$ cat src/rtl/min_n_scan_pkg.sv
// Shared types and defaults for the min_n_scan extremum finder.
package min_n_scan_pkg;

    typedef enum logic [2:0] {
        S_START = 3'd0,
        S_WAIT  = 3'd1,
        S_SCAN  = 3'd2,
        S_OUT   = 3'd3,
        S_REL   = 3'd4
    } state_t;

    localparam logic MODE_MIN = 1'b0;
    localparam logic MODE_MAX = 1'b1;

    localparam int DEF_N = 3;
    localparam int DEF_W = 8;

endpackage

$ cat src/rtl/min_n_scan_cmp_sel.sv
// Unsigned compare built on a single subtractor's borrow, plus min/max select.
// take=1 means the candidate should replace the accumulator (strict compare).
module cmp_sel
    import min_n_scan_pkg::*;
#(
    parameter int W = DEF_W
) (
    input  logic [W-1:0] cand,
    input  logic [W-1:0] acc,
    input  logic         mode,
    output logic         take
);

    logic [W:0] diff;
    logic       cand_lt;
    logic       cand_gt;

    assign diff    = {1'b0, cand} - {1'b0, acc};
    assign cand_lt = diff[W];
    // No borrow and a non-zero difference means strictly greater.
    assign cand_gt = ~diff[W] & (|diff[W-1:0]);
    assign take    = (mode == MODE_MAX) ? cand_gt : cand_lt;

endmodule

$ cat src/rtl/min_n_scan.sv
// N-channel min/max finder: soc/eoc conversion handshake, serial scan, dav_/rfd output.
// Define MIN_N_SCAN_IDX_EN to add the idx port reporting the winning channel.
module min_n_scan
    import min_n_scan_pkg::*;
#(
    parameter int N  = DEF_N,
    parameter int W  = DEF_W,
    parameter int IW = (N > 1) ? $clog2(N) : 1
) (
    input  logic           clock,
    input  logic           reset,
    input  logic [N-1:0]   eoc,
    input  logic [N*W-1:0] x,
    input  logic           mode,
    input  logic           rfd,
    output logic           soc,
    output logic           dav_,
    output logic [W-1:0]   ext
`ifdef MIN_N_SCAN_IDX_EN
    ,
    output logic [IW-1:0]  idx
`endif
);

    state_t        state_reg;
    state_t        state_next;
    logic [W-1:0]  x_chan [N];
    logic [W-1:0]  x_bank_reg [N];
    logic [W-1:0]  acc_reg;
    logic [IW-1:0] cnt_reg;
    logic          mode_reg;
    logic          soc_reg;
    logic          dav_reg;
    logic [W-1:0]  ext_reg;
    logic [W-1:0]  cand;
    logic          take;
    logic          capture;
    logic          last_cnt;

    for (genvar gi = 0; gi < N; gi++) begin : g_chan
        assign x_chan[gi] = x[gi*W +: W];
    end

    assign capture  = (state_reg == S_WAIT) && (&eoc);
    assign last_cnt = (cnt_reg == IW'(N - 1));

    always_comb begin
        cand = x_bank_reg[0];
        for (int i = 1; i < N; i++) begin
            if (cnt_reg == IW'(i)) begin
                cand = x_bank_reg[i];
            end
        end
    end

    cmp_sel #(.W(W)) u_cmp_sel (
        .cand (cand),
        .acc  (acc_reg),
        .mode (mode_reg),
        .take (take)
    );

    always_comb begin
        state_next = state_reg;
        case (state_reg)
            S_START: if (~|eoc) state_next = S_WAIT;
            S_WAIT:  if (&eoc) state_next = (N == 1) ? S_OUT : S_SCAN;
            S_SCAN:  if (last_cnt) state_next = S_OUT;
            // dav_reg still high means a single-channel result has not been presented yet.
            S_OUT:   if (!dav_reg && !rfd) state_next = S_REL;
            S_REL:   if (rfd) state_next = S_START;
            default: state_next = S_START;
        endcase
    end

    always_ff @(posedge clock) begin
        if (capture) begin
            for (int i = 0; i < N; i++) begin
                x_bank_reg[i] <= x_chan[i];
            end
        end
    end

    always_ff @(posedge clock) begin
        if (reset) begin
            state_reg <= S_START;
            soc_reg   <= 1'b0;
            dav_reg   <= 1'b1;
            ext_reg   <= '0;
            cnt_reg   <= '0;
            acc_reg   <= '0;
            mode_reg  <= MODE_MIN;
        end else begin
            state_reg <= state_next;
            soc_reg   <= (state_next == S_START);
            if (capture) begin
                mode_reg <= mode;
                acc_reg  <= x_chan[0];
                cnt_reg  <= IW'(1);
            end else if (state_reg == S_SCAN) begin
                cnt_reg <= cnt_reg + IW'(1);
                if (take) begin
                    acc_reg <= cand;
                end
                if (last_cnt) begin
                    ext_reg <= take ? cand : acc_reg;
                    dav_reg <= 1'b0;
                end
            end
            if (state_reg == S_OUT && dav_reg) begin
                ext_reg <= acc_reg;
                dav_reg <= 1'b0;
            end
            if (state_reg == S_OUT && state_next == S_REL) begin
                dav_reg <= 1'b1;
            end
        end
    end

`ifdef MIN_N_SCAN_IDX_EN
    logic [IW-1:0] aidx_reg;
    logic [IW-1:0] idx_reg;

    always_ff @(posedge clock) begin
        if (reset) begin
            aidx_reg <= '0;
            idx_reg  <= '0;
        end else begin
            if (capture) begin
                aidx_reg <= '0;
            end else if (state_reg == S_SCAN) begin
                if (take) begin
                    aidx_reg <= cnt_reg;
                end
                if (last_cnt) begin
                    idx_reg <= take ? cnt_reg : aidx_reg;
                end
            end
            if (state_reg == S_OUT && dav_reg) begin
                idx_reg <= aidx_reg;
            end
        end
    end

    assign idx = idx_reg;
`endif

    assign soc  = soc_reg;
    assign dav_ = dav_reg;
    assign ext  = ext_reg;

endmodule

$ cat config.mk
export PLATFORM = sky130hd
export DESIGN_NAME = min_n_scan
export DESIGN_NICKNAME = d
export VERILOG_FILES = /design/src/rtl/min_n_scan_pkg.sv /design/src/rtl/min_n_scan_cmp_sel.sv /design/src/rtl/min_n_scan.sv
export SDC_FILE = /design/constraint.sdc
export NUM_CORES = 1
export LEC_CHECK = 0
export ABC_AREA = 0
export CAP_MARGIN = 20
export CELL_PAD_IN_SITES_DETAIL_PLACEMENT = 0
export CELL_PAD_IN_SITES_GLOBAL_PLACEMENT = 1
export CORE_MARGIN = 4
export CORE_UTILIZATION = 46
export CTS_CLUSTER_SIZE = 30
export DETAILED_ROUTE_END_ITERATION = 10
export PLACE_DENSITY = 0.82
export REMOVE_ABC_BUFFERS = 1
export SETUP_SLACK_MARGIN = 0.15
export SLEW_MARGIN = 25
export SYNTH_ARGS = -nofsm -noshare
export SYNTH_HDL_FRONTEND = slang
export SYNTH_HIERARCHICAL = 1
export SYNTH_SLANG_ARGS = --single-unit
$ cat constraint.sdc
create_clock -name clock -period 7.25 [get_ports clock]
set_input_delay 1.45 -clock clock [delete_from_list [all_inputs] [get_ports clock]]
set_output_delay 1.45 -clock clock [all_outputs]
set_load 0.01 [all_outputs]
==> results by group <==
Logic synthesis
  – Yosys top cell area share: 26.9%
  – Area leader, netlist: edfxtp_1
  – YS warnings: 6
  – Synth Flop Type: edfxtp_1
  – Mapped Avg Cell Area: 10.8 µm²
  – Post-Synthesis Cells: 248
  – #FFs+latches synth: 48
  – Ys async rst share: 0%
  – Post-synthesis sequential area ratio: 44.9%
  – Synth top cells by count: dfxtp_1, edfxtp_1, inv_1
  – Distinct cells, synth: 59
  – Most area-consuming cells after synthesis: edfxtp_1, dfxtp_1, mux2_2, o221ai_1, ha_1
  – Post-synth EDFFs: 24
  – Synthesized area: 2680 µm²

Routing
  – Via density per instance: 5.93
  – Drt pass-1 iters: 4
  – DRT Wirelength: 6.22 mm
  – # DRC: 0
  – DR WL/cell: 17.5 µm
  – Final ANT Viol Nets: 0
  – Via count: 2106
  – Initial DRC Count: 112

Floorplanning
  – Rows: 27
  – Chip height: 84.3 µm
  – Die width: 84.3 µm
  – I/O pin total: 41
  – Starting Density: 48.0%
  – Die Area: 7100 µm²
  – Core area: 5570 µm²

Pwr
  – Seq pwr share: 55.3%
  – Net Sw Frac: 22.5%
  – Pleak: 0.00108 µW
  – Comb pwr share: 11.3%
  – Clk pwr share: 33.4%
  – Maximum vdd drop: 0.0000773 V
  – Pwr/cell area: 163 nW/µm²
  – Sw Pwr: 118 µW
  – Pint: 407 µW

Clock network
  – Cts hold-fix bufs: 0
  – CTS Buf Count: 5
  – TritonCTS clock tree: done
  – CTS root buf: clkbuf_8
  – Longest Clk Path Bufs: 2
  – CTS clock-pin slew for the worst setup and hold paths: 0.09 ns
  – Latest clock arrival within the worst-skew pair: 0.30 ns
  – CTS H-tree depth: 2
  – Setup bufs post-CTS: 0
  – Resize count post-CTS: 0
  – CTS Sinks: 48

Cells and area
  – Layout cells sized above 1: 13.4%
  – Nets@finish: 324
  – Register area: 1200 µm²
  – Max FFs per register: 24
  – Diodes inserted: 0
  – Multi-input logic area: 1330 µm²
  – FILL cells: 515
  – Area Overhead vs Synth: 20.1%
  – Finished Core Util: 57.7%

Global routing
  – Gr usage total: 17.7%
  – Met3 usage in global routing: 4.12%
  – Largest net degree at the start of global routing: 33
  – Met2 GRT Util: 29.8%
  – Grt ovf: 0
  – Number of global-route vias before repair: 2047
  – First-pass GRT wire length: 10.1 mm
  – Grt peak-use layer: met2
  – Initial antenna violation count: 0
  – Met1 Usage GRT: 22.6%

STA
  – Ratio of final minimum period to clock period: 61.5%
  – RSZ-0062 raised after global routing: false
  – Hold Worst Slack: 0.516 ns
  – Final TNS setup: 0 ns
  – Tmin final: 4.46 ns
  – Setup Skew: 0.00778 ns
  – Max transition margin: 45.9%
  – Final hold vios: 0
  – Max Freq: 224 MHz
  – Slew of the pin with the lowest slew margin: 0.800 ns
  – Final setup viols: 0
  – Final slew viol count: 0

Placement
  – Port-buffer cells: 40
  – Hpwl dp: 4.35 mm
  – Global placer's final weighted congestion: 0.815

Worst setup path
  – R2R cell count: 15
  – Worst setup SP type: flop
  – CP Data Arrival Time: 4.67 ns
  – Worst Path Max Fanout: 16
  – Crit. End Element: flop
  – Critical Path RT: 7.46 ns
  – Worst Setup Path Type: flop to flop

Run status
  – Status: finished clean

Flow run
  – Max_cap viols: 0

Hold path
  – Hold WC Path Type: flop to flop
  – WHS Path Cells: 2
layout by cell type, fill, tap and decap left out, types with 4 or more instances in the layout:
| cell type | n |
|---|---|
| inv_1 | 20 |
| dfxtp_1 | 24 |
| o221ai_1 | 15 |
| o21ai_0 | 4 |
| nand4_1 | 8 |
| edfxtp_1 | 24 |
| nand3_1 | 17 |
| mux2_1 | 5 |
| a21oi_1 | 5 |
| nor2b_1 | 11 |
| and3_1 | 7 |
| a211oi_1 | 8 |
| mux2_2 | 12 |
| nor2_1 | 7 |
| clkdlybuf4s50_1 | 40 |
| ha_1 | 10 |
| clkbuf_8 | 5 |
critical path, cell delays in order (launching register included):
cell      delay (ns)
dfxtp_1         0.39
ha_1            0.50
mux2_2          0.41
mux2_2          0.27
inv_1           0.06
ha_1            0.18
fa_1            0.29
nor2b_4         0.06
o21ai_0         0.14
o21ai_1         0.07
a211oi_1        0.21
nor4_1          0.11
a21oi_2         0.55
nor2b_1         0.70
a211oi_1        0.23
o221ai_1        0.19
cell families (layout without fill, tap and decap cells):
family,after synthesis,after routing,synth area share (%)
muxes,17,17,7.15
and+or+nand+nor,76,76,18.0
buffers and inverters,36,71,5.66
xor gates and xnor gates,3,3,0.982
DFF,48,48,44.9
adders and majority gates,11,11,5.42
AOI/OAI and AO/OA,57,57,17.9
final cells by class:
class                           count  share of cell area [%]
Multi-Input combinational cell    164                    41.3
Sequential cell                    48                    37.4
Timing Repair Buffer               42                    12.9
Clock buffer                        8                    3.15
Tap cell                           72                    2.80
Inverter                           21                    2.45
through the flow:
step                total power (µW)  instance area [µm²]  cells  worst slack, ns
global placement                 355                 3110    347             2.76
finish                           526                 3210    355             2.79
detailed placement               356                 3110    347             2.47
floorplan                        327                 2600    233             3.48
global route                     549                 3210    355             2.46
CTS                              531                 3210    355             2.45
power groups by stage:
stage	Combinational [µW]	Clock [µW]	Sequential [µW]
after floorplan	30.5	0	296
after global placement	58.4	0	297
after detailed placement	58.8	0	297
after CTS	59.2	181	290
after global routing	64.5	194	291
final	59.4	176	290
worst paths after layout:
kind                            startpoint  endpoint  slack, ns
worst min-delay path                ext[7]    ext[7]       0.52
worst max-delay path            cnt_reg[0]    ext[4]       2.79
worst min register to register      ext[7]    ext[7]       0.52
worst max register to register  cnt_reg[0]    ext[4]       2.79
layer usage:
layer | share of wire (%) | vias up
met1 | 44 | 1016
met5 | 0 | -
li1 | - | 1016
met2 | 49 | 64
met3 | 5.8 | 10
met4 | 1.6 | 0
Note: power is estimated with default switching activity, not from simulation.
